**src/rtl/tdc_hit_stamper.sv**
```systemverilog
// TDC hit stamper: merges fine code with a free-running coarse counter, applies a
// dead-time window and queues stamps in a first-word-fall-through FIFO.
module tdc_hit_stamper #(
  parameter int COARSE_W    = 24,
  parameter int FINE_MAX    = 89,
  parameter int PIPE_LAT    = 1,
  parameter int DEAD_CYCLES = 3,
  parameter int DEPTH       = 4
) (
  input  logic                  clk,
  input  logic                  rst_n,
  input  logic                  en,
  input  logic [7:0]            fine_code,
  input  logic                  hit_strobe,
  output logic [COARSE_W+8:0]   ts_data,
  output logic                  ts_valid,
  input  logic                  ts_ready,
  output logic                  coarse_wrap,
  output logic [15:0]           drop_cnt,
  output logic                  fifo_full
);

  localparam int TW = COARSE_W + 9;
  localparam int AW = (DEPTH > 1) ? $clog2(DEPTH) : 1;
  localparam int DW = $clog2(DEAD_CYCLES + 2);
  localparam logic [COARSE_W-1:0] PIPE_OFF = COARSE_W'(PIPE_LAT);
  localparam logic [7:0]          FINE_LIM = 8'(FINE_MAX);

  logic [COARSE_W-1:0] coarse;
  logic [DW-1:0]       dead;
  logic [AW-1:0]       wr_ptr, rd_ptr;
  logic [AW:0]         count;
  logic [TW-1:0]       mem [DEPTH];
  logic [TW-1:0]       stamp;
  logic                qual, push, pop, drop;

  assign qual = hit_strobe & en & (dead == '0);
  assign pop  = ts_valid & ts_ready;
  // A full FIFO still accepts a hit when the head leaves in the same cycle.
  assign push = qual & (~fifo_full | pop);
  assign drop = qual & ~push;

  always_comb begin
    stamp = '0;
    stamp[TW-2:8] = coarse - PIPE_OFF;
    if (fine_code > FINE_LIM) begin
      stamp[TW-1] = 1'b1;
      stamp[7:0]  = FINE_LIM;
    end else begin
      stamp[7:0]  = fine_code;
    end
  end

  always_ff @(posedge clk or negedge rst_n) begin
    if (!rst_n) begin
      coarse      <= '0;
      coarse_wrap <= 1'b0;
    end else if (!en) begin
      coarse      <= '0;
      coarse_wrap <= 1'b0;
    end else begin
      coarse      <= coarse + 1'b1;
      coarse_wrap <= &coarse;
    end
  end

  always_ff @(posedge clk or negedge rst_n) begin
    if (!rst_n)
      dead <= '0;
    else if (!en)
      dead <= '0;
    else if (qual)
      dead <= DW'(DEAD_CYCLES);
    else if (dead != '0)
      dead <= dead - 1'b1;
  end

  always_ff @(posedge clk or negedge rst_n) begin
    if (!rst_n) begin
      wr_ptr <= '0;
      rd_ptr <= '0;
      count  <= '0;
    end else begin
      if (push) wr_ptr <= wr_ptr + 1'b1;
      if (pop)  rd_ptr <= rd_ptr + 1'b1;
      case ({push, pop})
        2'b10:   count <= count + 1'b1;
        2'b01:   count <= count - 1'b1;
        default: count <= count;
      endcase
    end
  end

  always_ff @(posedge clk) begin
    if (push) mem[wr_ptr] <= stamp;
  end

  always_ff @(posedge clk or negedge rst_n) begin
    if (!rst_n)
      drop_cnt <= '0;
    else if (drop && drop_cnt != '1)
      drop_cnt <= drop_cnt + 1'b1;
  end

  assign ts_valid  = (count != '0);
  assign fifo_full = (count == (AW+1)'(DEPTH));
  assign ts_data   = ts_valid ? mem[rd_ptr] : '0;

endmodule

```
**config.mk**
```make
export PLATFORM = sky130hd
export DESIGN_NAME = tdc_hit_stamper
export DESIGN_NICKNAME = d
export VERILOG_FILES = /design/src/rtl/tdc_hit_stamper.sv
export SDC_FILE = /design/constraint.sdc
export NUM_CORES = 1
export LEC_CHECK = 0
export BUFFER_PORTS_ARGS = -buffer_cell sky130_fd_sc_hd__buf_2
export CAP_MARGIN = 10
export CORE_MARGIN = 3
export CORE_UTILIZATION = 40
export CTS_BUF_LIST = sky130_fd_sc_hd__clkbuf_2
export CTS_CLUSTER_SIZE = 16
export DETAILED_ROUTE_END_ITERATION = 7
export SLEW_MARGIN = 20
export SYNTH_ARGS = -nofsm -noshare
export SYNTH_HDL_FRONTEND = slang
export SYNTH_SLANG_ARGS = --single-unit
```
**constraint.sdc**
```tcl
create_clock -name clk -period 3.2 [get_ports clk]
set_clock_uncertainty 0.15 [all_clocks]
set_input_delay 0.32 -clock clk [delete_from_list [all_inputs] [get_ports clk]]
set_output_delay 0.32 -clock clk [all_outputs]
set_load 0.05 [all_outputs]
```
### After elaboration in Yosys (flattened, before gate mapping)

Memories as Yosys holds them, arrays and structs flattened.
Index checks and enable logic that the tools add are counted.

* register bits after elaboration: 51
* latch bits: 0
* RAM bits: 132
* bits in read-only memories: 0
* input bits: 13
* logic and storage cells: 47
* memories: 1

* add/subtract/negate cells: 8
* $mul: 0
* divide/modulo/power cells: 0
* order comparisons: 1
* eq/ne operators: 5
* shift-type cells: 0
* mux-type cells: 11
* bitwise gates (word level): 8
* reduce and logical (&&, ||, !) cells: 6

Memories
* mem: words 4, width 33, rd ports 1, clocked after Yosys merged registers in 0, wr ports 1, RTL line 33 `logic [TW-1:0] mem [DEPTH];`

Operators with widths (count)
* 33-bit two-way mux: 1
* 24-bit by 1-bit adder with 24-bit output, second input constant: 1
* 24-bit two-way mux: 1
* 24-bit AND reduction: 1
* 24-bit by 1-bit subtractor with 24-bit output, second input constant: 1
* 16-bit by 1-bit adder with 16-bit output, second input constant: 1
* 16-bit != test, second input constant: 1
* 3-bit two-way mux: 3
* 8-bit by 7-bit > comparator with 1-bit output, second input constant: 1
* 8-bit two-way mux: 1
* 3-bit one-hot mux with 2 select lines: 1
* 3-bit nonzero test: 2
* 3-bit by 1-bit subtractor with 3-bit output, second input constant: 2
* 1-bit bitwise AND: 5
* 2-bit by 1-bit adder with 2-bit output, second input constant: 2
* 1-bit two-way mux: 4
* 3-bit by 1-bit adder with 3-bit output, second input constant: 1
* 3-bit == test, second input constant: 1
* 3-bit logical NOT: 1
* 3-bit by 1-bit != test with 1-bit output, second input constant: 1
* 2-bit by 1-bit == test with 1-bit output, second input constant: 1
* 2-bit == test, second input constant: 1
* 1-bit NOT: 2
* 2-bit nonzero test: 1
* 2 further kinds: 2

### Depth between registers and ports, before layout

Gate-level depths: netlist (run 1).

* depth after elaboration: 7
* mapped depth: 9
* mapped depth without buffers: 9

### Worst setup path after synthesis (run 1)

No wires, ideal clock.

* path kind: register -> register
* from: register count[0]
* to: register count[2]
* setup time: 0.126 ns
* arrival: 2.714 ns
* required time: 2.924 ns
* path slack: 0.210 ns
* cell stages (with the launch flop): 9
* path buffers: 3
* period minus slack after synthesis: 2.990 ns
* path through: dfrtp_1 buf_2 or3_1 clkbuf_1 clkbuf_1 nand3_1 fa_1 or3_1 a311o_1

* longest elaborated chain between the ends: 6
* elaborated cells on any way between the ends: 12
* those cells by class: add/sub (2); eq/ne (3); mux (1); bitwise (4); reduce/logical (2)

Ends and longest elaborated chain
* start: declaration: RTL line 32 `logic [AW:0] count;`
* start signal: assignment: RTL line 87 `2'b10: count <= count + 1'b1;`
* start signal: assignment: RTL line 88 `2'b01: count <= count - 1'b1;`
* start signal: assignment: RTL line 89 `default: count <= count;`
* 3-bit nonzero test (*): RTL line 105 `assign ts_valid = (count != '0);`
* net ts_valid: RTL line 16 `output logic ts_valid,`
* 1-bit bitwise AND (*): RTL line 38 `assign pop = ts_valid & ts_ready;`
* 1-bit OR: RTL line 40 `assign push = qual & (~fifo_full | pop);`
* 1-bit bitwise AND: RTL line 40
* 2-bit by 1-bit == test with 1-bit output / 2-bit == test (equally long branches): RTL line 86 `case ({push, pop})`
* 3-bit one-hot mux with 2 select lines / 2-bit nonzero test (equally long branches)

Mark *: on every way through the listed nets, which the timed path passes. The rest lies on a longest branch.
A chain may end at the register's enable or synchronous reset.

### Final worst setup path (run 1)

* from: register count[0]
* to: output ts_data[23]

* longest elaborated chain between the ends: 2

Ends and longest elaborated chain
* 3-bit nonzero test: RTL line 105
* 33-bit two-way mux: RTL line 107 `assign ts_data = ts_valid ? mem[rd_ptr] : '0;`
* end: declaration: RTL line 15 `output logic [COARSE_W+8:0] ts_data,`

Every way passes these cells.

==> impl_metrics.env, run 1 <==
export IMPL_rsz0062_at_grt="no"
export IMPL_clockBufferDepth=2
export IMPL_syn_cell_area_sq_um=8239
export IMPL_grt_pass1_wl_mm=26.39
export IMPL_fp_dieW_um=149.5
export IMPL_grt_ovfl_total=0
export IMPL_clkSlewWorstSetupHoldPaths_ns=0.29
export IMPL_track_usage=0.1515
export IMPL_place_ws_ns=0.5678
export IMPL_synth_top_area_cell="edfxtp_1"
export IMPL_synth_edff_count=132
export IMPL_routabilityCongestion=0.8124
export IMPL_drt_iter0_drc=375
export IMPL_synth_cells=568
export IMPL_drc=0
export IMPL_worst_setup_path_end_kind="output pin"
export IMPL_setup_ws_ns=0.2834
export IMPL_postSynthAreaPerCell_sq_um=14.51
export IMPL_cts_tree="built"
export IMPL_register_area_sq_um=5245
export IMPL_yosys_most_used_dff="edfxtp_1"
export IMPL_final_setup_tns_ns=0
export IMPL_hpwl_mm=10.28
export IMPL_core_sq_um=19850
export IMPL_tightestPinTransition_ns=0.8864
export IMPL_slew_violations=0
export IMPL_vdd_drop_max_mv=0.2970
export IMPL_power_density_nw_per_um2=779.6
export IMPL_max_freq_ghz=0.3429
export IMPL_yosysTopAreaCellShare=0.4811
export IMPL_cts_root_buf="clkbuf_2"
export IMPL_ios=65
export IMPL_cts_htree_levels=4
export IMPL_crit_type="register to output pin"
export IMPL_hold_slack_ns=0.2660
export IMPL_layout_nets=670
export IMPL_wirelength_mm=15.93
export IMPL_period_share=0.9114
export IMPL_dr_pass1_iters=4
export IMPL_yosysMostFrequentCell="edfxtp_1"
export IMPL_critPathBufInv=2
export IMPL_crit_chain="or3_1 -> buf_4 -> and2_1 -> buf_2"
export IMPL_ys_warn_count=0
export IMPL_via_count=4833
export IMPL_yosysUniqueCellTypes=47
export IMPL_startpoint_type="register"
export IMPL_setup_viol=0
export IMPL_viasPerCell=5.219
export IMPL_synthToLayoutAreaGrowth_pct=12.27
export IMPL_slew_headroom=0.4091
export IMPL_worst_skew_pair_late_latency_ns=0.75
export IMPL_power_mw=7.211
export IMPL_finalHoldViolations=0
export IMPL_multiInputGateArea_sq_um=2766
export IMPL_cts_sinks=183
export IMPL_status="complete, no violations"
export IMPL_async_flop_share=0.2787
export IMPL_grt_antenna_before_repair=1
export IMPL_grt_max_degree=40
export IMPL_critPathTopFamily="simple AND/OR/NAND/NOR gates"
export IMPL_ys_top_cells_by_count="edfxtp_1 (132), dfrtp_1 (51), and2_1 (41)"
export IMPL_cp_data_required_time_ns=2.73
export IMPL_fp_dieArea_sq_um=22360
export IMPL_critPathArrivalTime_ns=2.45
export IMPL_die_h_um=149.5
export IMPL_start_util=0.4152
export IMPL_min_path_type="input port to register"
export IMPL_wl_per_cell_um=17.20
export IMPL_rows=51
export IMPL_antenna_left=0
export IMPL_drive_gt1_frac=0.2348
export IMPL_grt_pass1_vias=5109
export IMPL_cts_buffers=17
export IMPL_leakage_nw=3.525
export IMPL_fillers=1747
export IMPL_netlist_top_cells_area="edfxtp_1 (48%), dfrtp_1 (15%), mux4_2 (9.0%)"
export IMPL_cpPeakStageDelay_ns=0.57
export IMPL_portBuffers=64
export IMPL_ys_seq_elements=183
export IMPL_crit_fanout=36
export IMPL_synth_seq_area_share=0.6360
export IMPL_drv_cap=0
export IMPL_period_needed_ns=2.917
export IMPL_slowest_stage="dfrtp_1"
layout make-up:
type / instances / area share
Clock inverter: 15 / 0.01894
Timing Repair Buffer: 91 / 0.06357
Inverter: 15 / 0.006087
Antenna cell: 1 / 0.0002705
Tap cell: 265 / 0.03584
Sequential cell: 183 / 0.5670
Multi-Input combinational cell: 339 / 0.2991
Clock buffer: 17 / 0.009198
layout by cell type, fill, tap and decap left out, types with 3 or more instances in the layout:
cell type | synthesis | final
edfxtp_1 | 132 | 132
buf_2 | 12 | 64
dfrtp_1 | 51 | 49
and2_1 | 41 | 41
xor2_1 | 35 | 35
mux4_2 | 33 | 33
nor2_1 | 29 | 29
nand2_1 | 24 | 24
nand3_1 | 21 | 21
nor3_1 | 17 | 17
clkbuf_2 | 0 | 17
dlygate4sd3_1 | 0 | 16
a21oi_1 | 15 | 15
inv_1 | 14 | 14
xnor2_1 | 12 | 12
nor4_1 | 11 | 11
o31ai_1 | 11 | 11
nand4_1 | 10 | 10
or4_1 | 10 | 10
o21ai_0 | 10 | 10
ha_1 | 9 | 9
buf_4 | 4 | 9
and3_1 | 5 | 5
or3_1 | 5 | 5
and4_1 | 5 | 5
nand2b_1 | 5 | 5
inv_6 | 0 | 5
inv_8 | 0 | 4
conb_1 | 1 | 4
nor4b_1 | 3 | 3
where the power goes:
part           internal (mW)  switching (mW)
combinational           1.02            2.04
clock                  0.331           0.876
sequential              2.79           0.151
total                   4.14            3.07
timing repair:
action | CTS | global route
hold buffers | 15 | 1
gates resized for setup | 1 | 1
endpoints found under the setup margin | 21 | 8
setup buffers | 3 | 0
endpoints found under the hold margin | 104 | 2
worst register-to-register path, delay by kind of cell (launching register included):
kind | cells | cell delay [ns]
AND/OR/NAND/NOR | 3 | 0.83
adder cells (fa/ha/maj) | 2 | 0.37
flip-flops | 1 | 0.43
buffers and inverters | 2 | 0.50
state kept, by name, indices dropped and copies added (netlist names):
| signal | cells |
|---|---|
| coarse | 24 |
| coarse_wrap | 1 |
| count | 3 |
| dead | 3 |
| drop_cnt | 16 |
| mem | 132 |
| rd_ptr | 2 |
| wr_ptr | 2 |
through the flow:
step / cells / util / instance area, sq um
CTS: 924 / 0.4654 / 9236
detailed placement: 874 / 0.4435 / 8801
finish: 926 / 0.4661 / 9250
global route: 926 / 0.4661 / 9250
global placement: 874 / 0.4435 / 8801
floorplan: 571 / - / 8250
worst paths after layout:
check                                      endpoint  slack, ns                     start  cells after the start
min in group asynchronous   drop_cnt[5]$_DFFE_PN0P_       0.57                     rst_n                      3
max in group asynchronous      coarse[19]$_DFF_PN0_       1.59                     rst_n                      4
setup / recovery                        ts_data[23]       0.28      count[0]$_DFFE_PN0P_                      4
hold / removal                coarse_wrap$_DFF_PN0_       0.27                        en                      4
setup reg to reg               mem[3][24]$_DFFE_PP_       0.55       dead[1]$_DFFE_PN0P_                      7
hold reg to reg            drop_cnt[11]$_DFFE_PN0P_       0.37  drop_cnt[11]$_DFFE_PN0P_                      1
layer usage:
metal,global-route usage,vias to the layer above,part of all wire
met5,0,-,0
met4,0.04989,0,0.015
met3,0.02665,17,0.031
met2,0.2495,80,0.49
met1,0.2055,2454,0.46
li1,-,2282,-
logic make-up (layout without fill, tap and decap cells):
group,Yosys count,in the layout,share of synthesized area
and+or+nand+nor,200,200,0.1426
DFF,183,183,0.6360
buffers and inverters,49,138,0.02961
xor gates and xnor gates,47,47,0.04996
AOI/OAI and AO/OA,41,41,0.02992
muxes,37,37,0.09537
adders and majority gates,10,10,0.01610
other,1,5,0.0004551
Note: power is estimated with default switching activity, not from simulation.
==> inputs of run 2 (changes only) <==
Settings changed: CORE_UTILIZATION 40 to 62, PLACE_DENSITY from default to 0.82.
==> run 2 against run 1 <==
Net effect:
- count of clock-buffer cells in the layout rose by 1
- cell count fell by 11%
- critical path depth did not move
- utilization rose by 24 points
- sequential power fell by 2%
- die area fell by 34%
- first-iteration DRC count rose by 19%
- largest power group unchanged
- highest routed layer unchanged
==> impl_metrics.env, run 2 (synthesis gave the netlist of run 1 again) <==
export IMPL_clockBufferDepth=2
export IMPL_hpwl_mm=10.19
export IMPL_core_sq_um=12820
export IMPL_top_register="mem"
export IMPL_crit_type="register to output pin"
export IMPL_mostFrequentLayoutCells="edfxtp_1 (132), buf_2 (63), dfrtp_1 (50)"
export IMPL_crit_fanout=35
export IMPL_rsz0062_at_grt="no"
export IMPL_track_usage=0.2261
export IMPL_max_freq_ghz=0.3501
export IMPL_grt_max_degree=52
export IMPL_drt_iter0_drc=448
export IMPL_routabilityCongestion=0.8158
export IMPL_power_mw=7.226
export IMPL_worst_setup_path_end_kind="output pin"
export IMPL_portBuffers=64
export IMPL_slew_headroom=0.6036
export IMPL_cts_sinks=183
export IMPL_critPathArrivalTime_ns=2.39
export IMPL_wirelength_mm=15.57
export IMPL_viasPerCell=5.938
export IMPL_post_cts_buffers=0
export IMPL_dr_pass1_iters=5
export IMPL_finalHoldViolations=0
export IMPL_tightestPinTransition_ns=0.5946
export IMPL_grt_pass1_vias=4873
export IMPL_final_setup_tns_ns=0
export IMPL_cts_buffers=17
export IMPL_grt_antenna_before_repair=0
export IMPL_synthToLayoutAreaGrowth_pct=10.52
export IMPL_antenna_left=0
export IMPL_rows=41
export IMPL_vdd_drop_max_mv=0.4115
export IMPL_slew_violations=0
export IMPL_drive_gt1_frac=0.2275
export IMPL_cts_htree_levels=4
export IMPL_setup_viol=0
export IMPL_status="complete, no violations"
export IMPL_via_count=4911
export IMPL_fp_dieArea_sq_um=14710
export IMPL_power_density_nw_per_um2=793.6
export IMPL_postLayoutCoreUtil=0.7100
export IMPL_worst_skew_pair_late_latency_ns=0.72
export IMPL_wl_per_cell_um=18.82
export IMPL_drv_cap=0
export IMPL_die_h_um=121.3
export IMPL_layout_nets=665
export IMPL_startpoint_type="register"
export IMPL_largest_register_ffs=132
export IMPL_grt_ovfl_total=0
export IMPL_cts_tree="built"
export IMPL_antenna_diode_count=0
export IMPL_clkSlewWorstSetupHoldPaths_ns=0.23
export IMPL_min_path_type="input port to register"
export IMPL_period_share=0.8925
export IMPL_drc=0
export IMPL_cts_root_buf="clkbuf_2"
export IMPL_ios=65
export IMPL_start_util=0.6424
export IMPL_grt_pass1_wl_mm=25.27
export IMPL_period_needed_ns=2.856
export IMPL_cp_data_required_time_ns=2.73
export IMPL_final_common_cell="edfxtp_1"
export IMPL_fp_dieW_um=121.3
export IMPL_top_regs="mem x132, coarse x24, drop_cnt x16"
export IMPL_leakage_nw=3.519
[run 2: cell types whose count changed in the layout (fill, tap and decap cells not counted), moves of 2 or more]
| cell | change |
|---|---|
| buf_4 | -2 |
| bufinv_16 | +3 |
| clkinv_1 | +2 |
| clkinv_2 | +3 |
| clkinv_8 | -2 |
| dlygate4sd3_1 | -2 |
| inv_6 | -4 |
| inv_8 | -4 |
[run 2: area by class of cell]
cell class / instances / area [sq um]
Multi-Input combinational cell: 339 / 2766
Timing Repair Buffer: 86 / 555.5
Inverter: 15 / 56.30
Fill cell: 842 / 3719
Tap cell: 172 / 215.2
Clock buffer: 18 / 90.09
Sequential cell: 183 / 5241
Clock inverter: 14 / 181.4
[run 2: repair_timing]
| item | 4_1_cts | 5_1_grt |
|---|---|---|
| hold buffers | 15 | 0 |
| hold endpoints to repair | 116 | 0 |
| gates resized for setup | 0 | 0 |
[run 2: critical path: stages (launching register included)]
cell and delay, ns:
dfrtp_2 0.43, buf_12 0.27, mux4_2 0.57, and2_1 0.18
buf_2 0.21
[run 2: per-stage QoR]
step	cells	instance area, sq um	setup slack [ns]	hold WS [ns]
floorplan	571	8250	0.2096	-0.1256
global placement	780	8665	0.6870	0.3256
detailed placement	780	8667	0.5427	0.2363
CTS	827	9106	0.2599	0.2038
global route	827	9106	0.1777	0.2309
finish	827	9106	0.3441	0.2827
[run 2: layer usage]
layer,track usage,share of wire,vias up
met5,0,0,-
met4,0.06863,0.011,0
met3,0.03869,0.048,21
met2,0.3796,0.51,166
met1,0.3075,0.43,2448
li1,-,-,2276
[run 2: worst paths after layout]
kind	from	to	slack, ns	cells after the start
max reg2reg	dead[1]$_DFFE_PN0P_	count[2]$_DFFE_PN0P_	0.53	8
max	rd_ptr[0]$_DFFE_PN0P_	ts_data[22]	0.34	4
min	en	coarse_wrap$_DFF_PN0_	0.28	4
min in group asynchronous	rst_n	rd_ptr[0]$_DFFE_PN0P_	0.46	4
max in group asynchronous	rst_n	coarse[9]$_DFF_PN0_	2.19	4
min reg2reg	drop_cnt[14]$_DFFE_PN0P_	drop_cnt[14]$_DFFE_PN0P_	0.39	1
[run 2: report_power, final]
part	internal, mW	switching [mW]	total [mW]
Sequential	2.79	0.108	2.89
Clock	0.510	0.746	1.26
Combinational	0.986	2.09	3.08
Total	4.28	2.94	7.23
==> inputs of run 3 (changes only) <==
Settings changed: CORE_UTILIZATION 62 to 61, PLACE_DENSITY 0.82 to 0.81.
==> run 3 against run 2 <==
Net effect:
- maximum frequency down 4.3%
- global-route usage fell by 0.11 points
- design area down 0.19%
- utilization fell by 0.70 points
- hold slack got worse by 0.016 ns
- flip-flop and latch count did not move
- highest routed layer unchanged
- sequential power is essentially flat
- critical path type unchanged
==> impl_metrics.env, run 3 (synthesis gave the netlist of run 1 again) <==
export IMPL_status="complete, no violations"
export IMPL_worstSetupStartpoint="rd_ptr[0]$_DFFE_PN0P_"
export IMPL_placed_cells=781
export IMPL_multiInputGateArea_sq_um=2766
export IMPL_cp_data_required_time_ns=2.73
export IMPL_die_h_um=122.2
export IMPL_r2r_setup_slack_ns=0.54
export IMPL_fp_dieW_um=122.2
export IMPL_mostFrequentLayoutCells="edfxtp_1 (132), buf_2 (63), dfrtp_1 (50)"
export IMPL_worst_setup_path_end_kind="output pin"
export IMPL_top_regs="mem x132, coarse x24, drop_cnt x16"
export IMPL_startpoint_type="register"
export IMPL_hpwl_mm=9.899
export IMPL_layout_nets=666
export IMPL_drc=0
export IMPL_via_count=4879
export IMPL_track_usage=0.2250
export IMPL_rows=41
export IMPL_antenna_left=0
export IMPL_cts_sinks=183
export IMPL_hold_slack_ns=0.2668
export IMPL_crit_type="register to output pin"
export IMPL_portBuffers=64
export IMPL_power_density_nw_per_um2=785.4
export IMPL_rsz0062_at_grt="no"
export IMPL_fillers=883
export IMPL_drv_cap=0
export IMPL_fp_dieArea_sq_um=14940
export IMPL_grt_ovfl_total=0
export IMPL_grt_antenna_before_repair=0
export IMPL_cts_tree="built"
export IMPL_final_setup_tns_ns=0
export IMPL_period_share=0.9321
export IMPL_cts_buffers=17
export IMPL_vdd_drop_max_mv=0.3948
export IMPL_synthToLayoutAreaGrowth_pct=10.31
export IMPL_crit_fanout=16
export IMPL_ios=65
export IMPL_max_freq_ghz=0.3353
export IMPL_r2r_end="count[2]$_DFFE_PN0P_"
export IMPL_finalHoldViolations=0
export IMPL_start_util=0.6373
export IMPL_grt_pass1_wl_mm=25.57
export IMPL_postLayoutCoreUtil=0.7031
export IMPL_antenna_diode_count=0
export IMPL_cts_htree_levels=4
export IMPL_wirelength_mm=15.54
export IMPL_clockBufferDepth=2
export IMPL_reg2reg_depth=8
export IMPL_setup_viol=0
export IMPL_dr_pass1_iters=4
export IMPL_largest_register_ffs=132
export IMPL_viasPerCell=5.893
export IMPL_post_cts_buffers=0
export IMPL_drive_gt1_frac=0.2287
export IMPL_tightestPinTransition_ns=0.5242
export IMPL_worst_skew_pair_late_latency_ns=0.71
export IMPL_wl_per_cell_um=18.76
export IMPL_slew_violations=0
export IMPL_r2r_start="dead[0]$_DFFE_PN0P_"
export IMPL_core_sq_um=12930
export IMPL_slew_headroom=0.6496
export IMPL_period_needed_ns=2.983
export IMPL_min_path_type="input port to register"
export IMPL_final_common_cell="edfxtp_1"
export IMPL_drt_iter0_drc=331
export IMPL_cp_endpoint="ts_data[23]"
export IMPL_routabilityCongestion=0.8211
export IMPL_register_area_sq_um=5241
export IMPL_clkSlewWorstSetupHoldPaths_ns=0.22
export IMPL_cts_root_buf="clkbuf_2"
export IMPL_grt_pass1_vias=5070
export IMPL_top_register="mem"
export IMPL_critPathArrivalTime_ns=2.51
export IMPL_leakage_nw=3.508
export IMPL_grt_max_degree=52
export IMPL_stdcell_count=828
==> run 3: cell types whose count changed in the layout (fill, tap and decap cells not counted) <==
cell,change
buf_6,+2
clkinvlp_4,+2
buf_12,-1
bufinv_16,-1
clkbuf_2,+1
clkinv_2,-1
clkinvlp_2,-1
==> run 3: through the flow <==
stage / setup WS, ns / power (mW) / area [sq um]
final: 0.2172 / 7.138 / 9089
after global routing: 0.01195 / 7.484 / 9089
after CTS: 0.01395 / 7.189 / 9081
after detailed placement: 0.5799 / 5.988 / 8662
after global placement: 0.6890 / 5.914 / 8660
after floorplan: 0.2096 / 5.329 / 8250
==> run 3: cell type report <==
class,count,area share
Clock buffer,19,0.01046
Clock inverter,13,0.01721
Inverter,15,0.006195
Multi-Input combinational cell,339,0.3044
Sequential cell,183,0.5767
Tap cell,172,0.02368
Timing Repair Buffer,87,0.06140
==> run 3: repair_timing <==
action | 4_1_cts | 5_1_grt
hold buffers | 15 | 0
setup endpoints to repair | 0 | 14
endpoints found under the hold margin | 116 | 0
resized for setup | 0 | 2
==> run 3: worst min path at each step <==
stage               depth (start not counted)                       end  slack (ns)                startpoint
finish                                      4     coarse_wrap$_DFF_PN0_        0.27                        en
global route                                4     coarse_wrap$_DFF_PN0_        0.22                        en
CTS                                         4     coarse_wrap$_DFF_PN0_        0.18                        en
detailed placement                          1  drop_cnt[12]$_DFFE_PN0P_        0.25                     rst_n
global placement                            1  drop_cnt[11]$_DFFE_PN0P_        0.33  drop_cnt[11]$_DFFE_PN0P_
floorplan                                   0       coarse[0]$_DFF_PN0_       -0.13                     rst_n
==> run 3: critical path, stage by stage, from the launching register on <==
cell and delay (ns):
dfrtp_2 0.59, buf_6 0.29, mux4_2 0.52, and2_1 0.19, buf_2 0.22
==> run 3: layer usage <==
layer  up-vias  GRT usage  wire, um
li1       2278          -         -
met3        22    0.04608       560
met1      2474     0.3006      6810
met4         0    0.07348       240
met2       105     0.3758      7925
met5         -          0         0
==> run 3: report_power, final <==
group          switching (mW)  internal, mW  leakage (nW)  total (mW)
Sequential              0.131          2.79          1.87        2.92
Combinational            2.05         0.982          1.49        3.03
Clock                   0.751         0.438         0.145        1.19
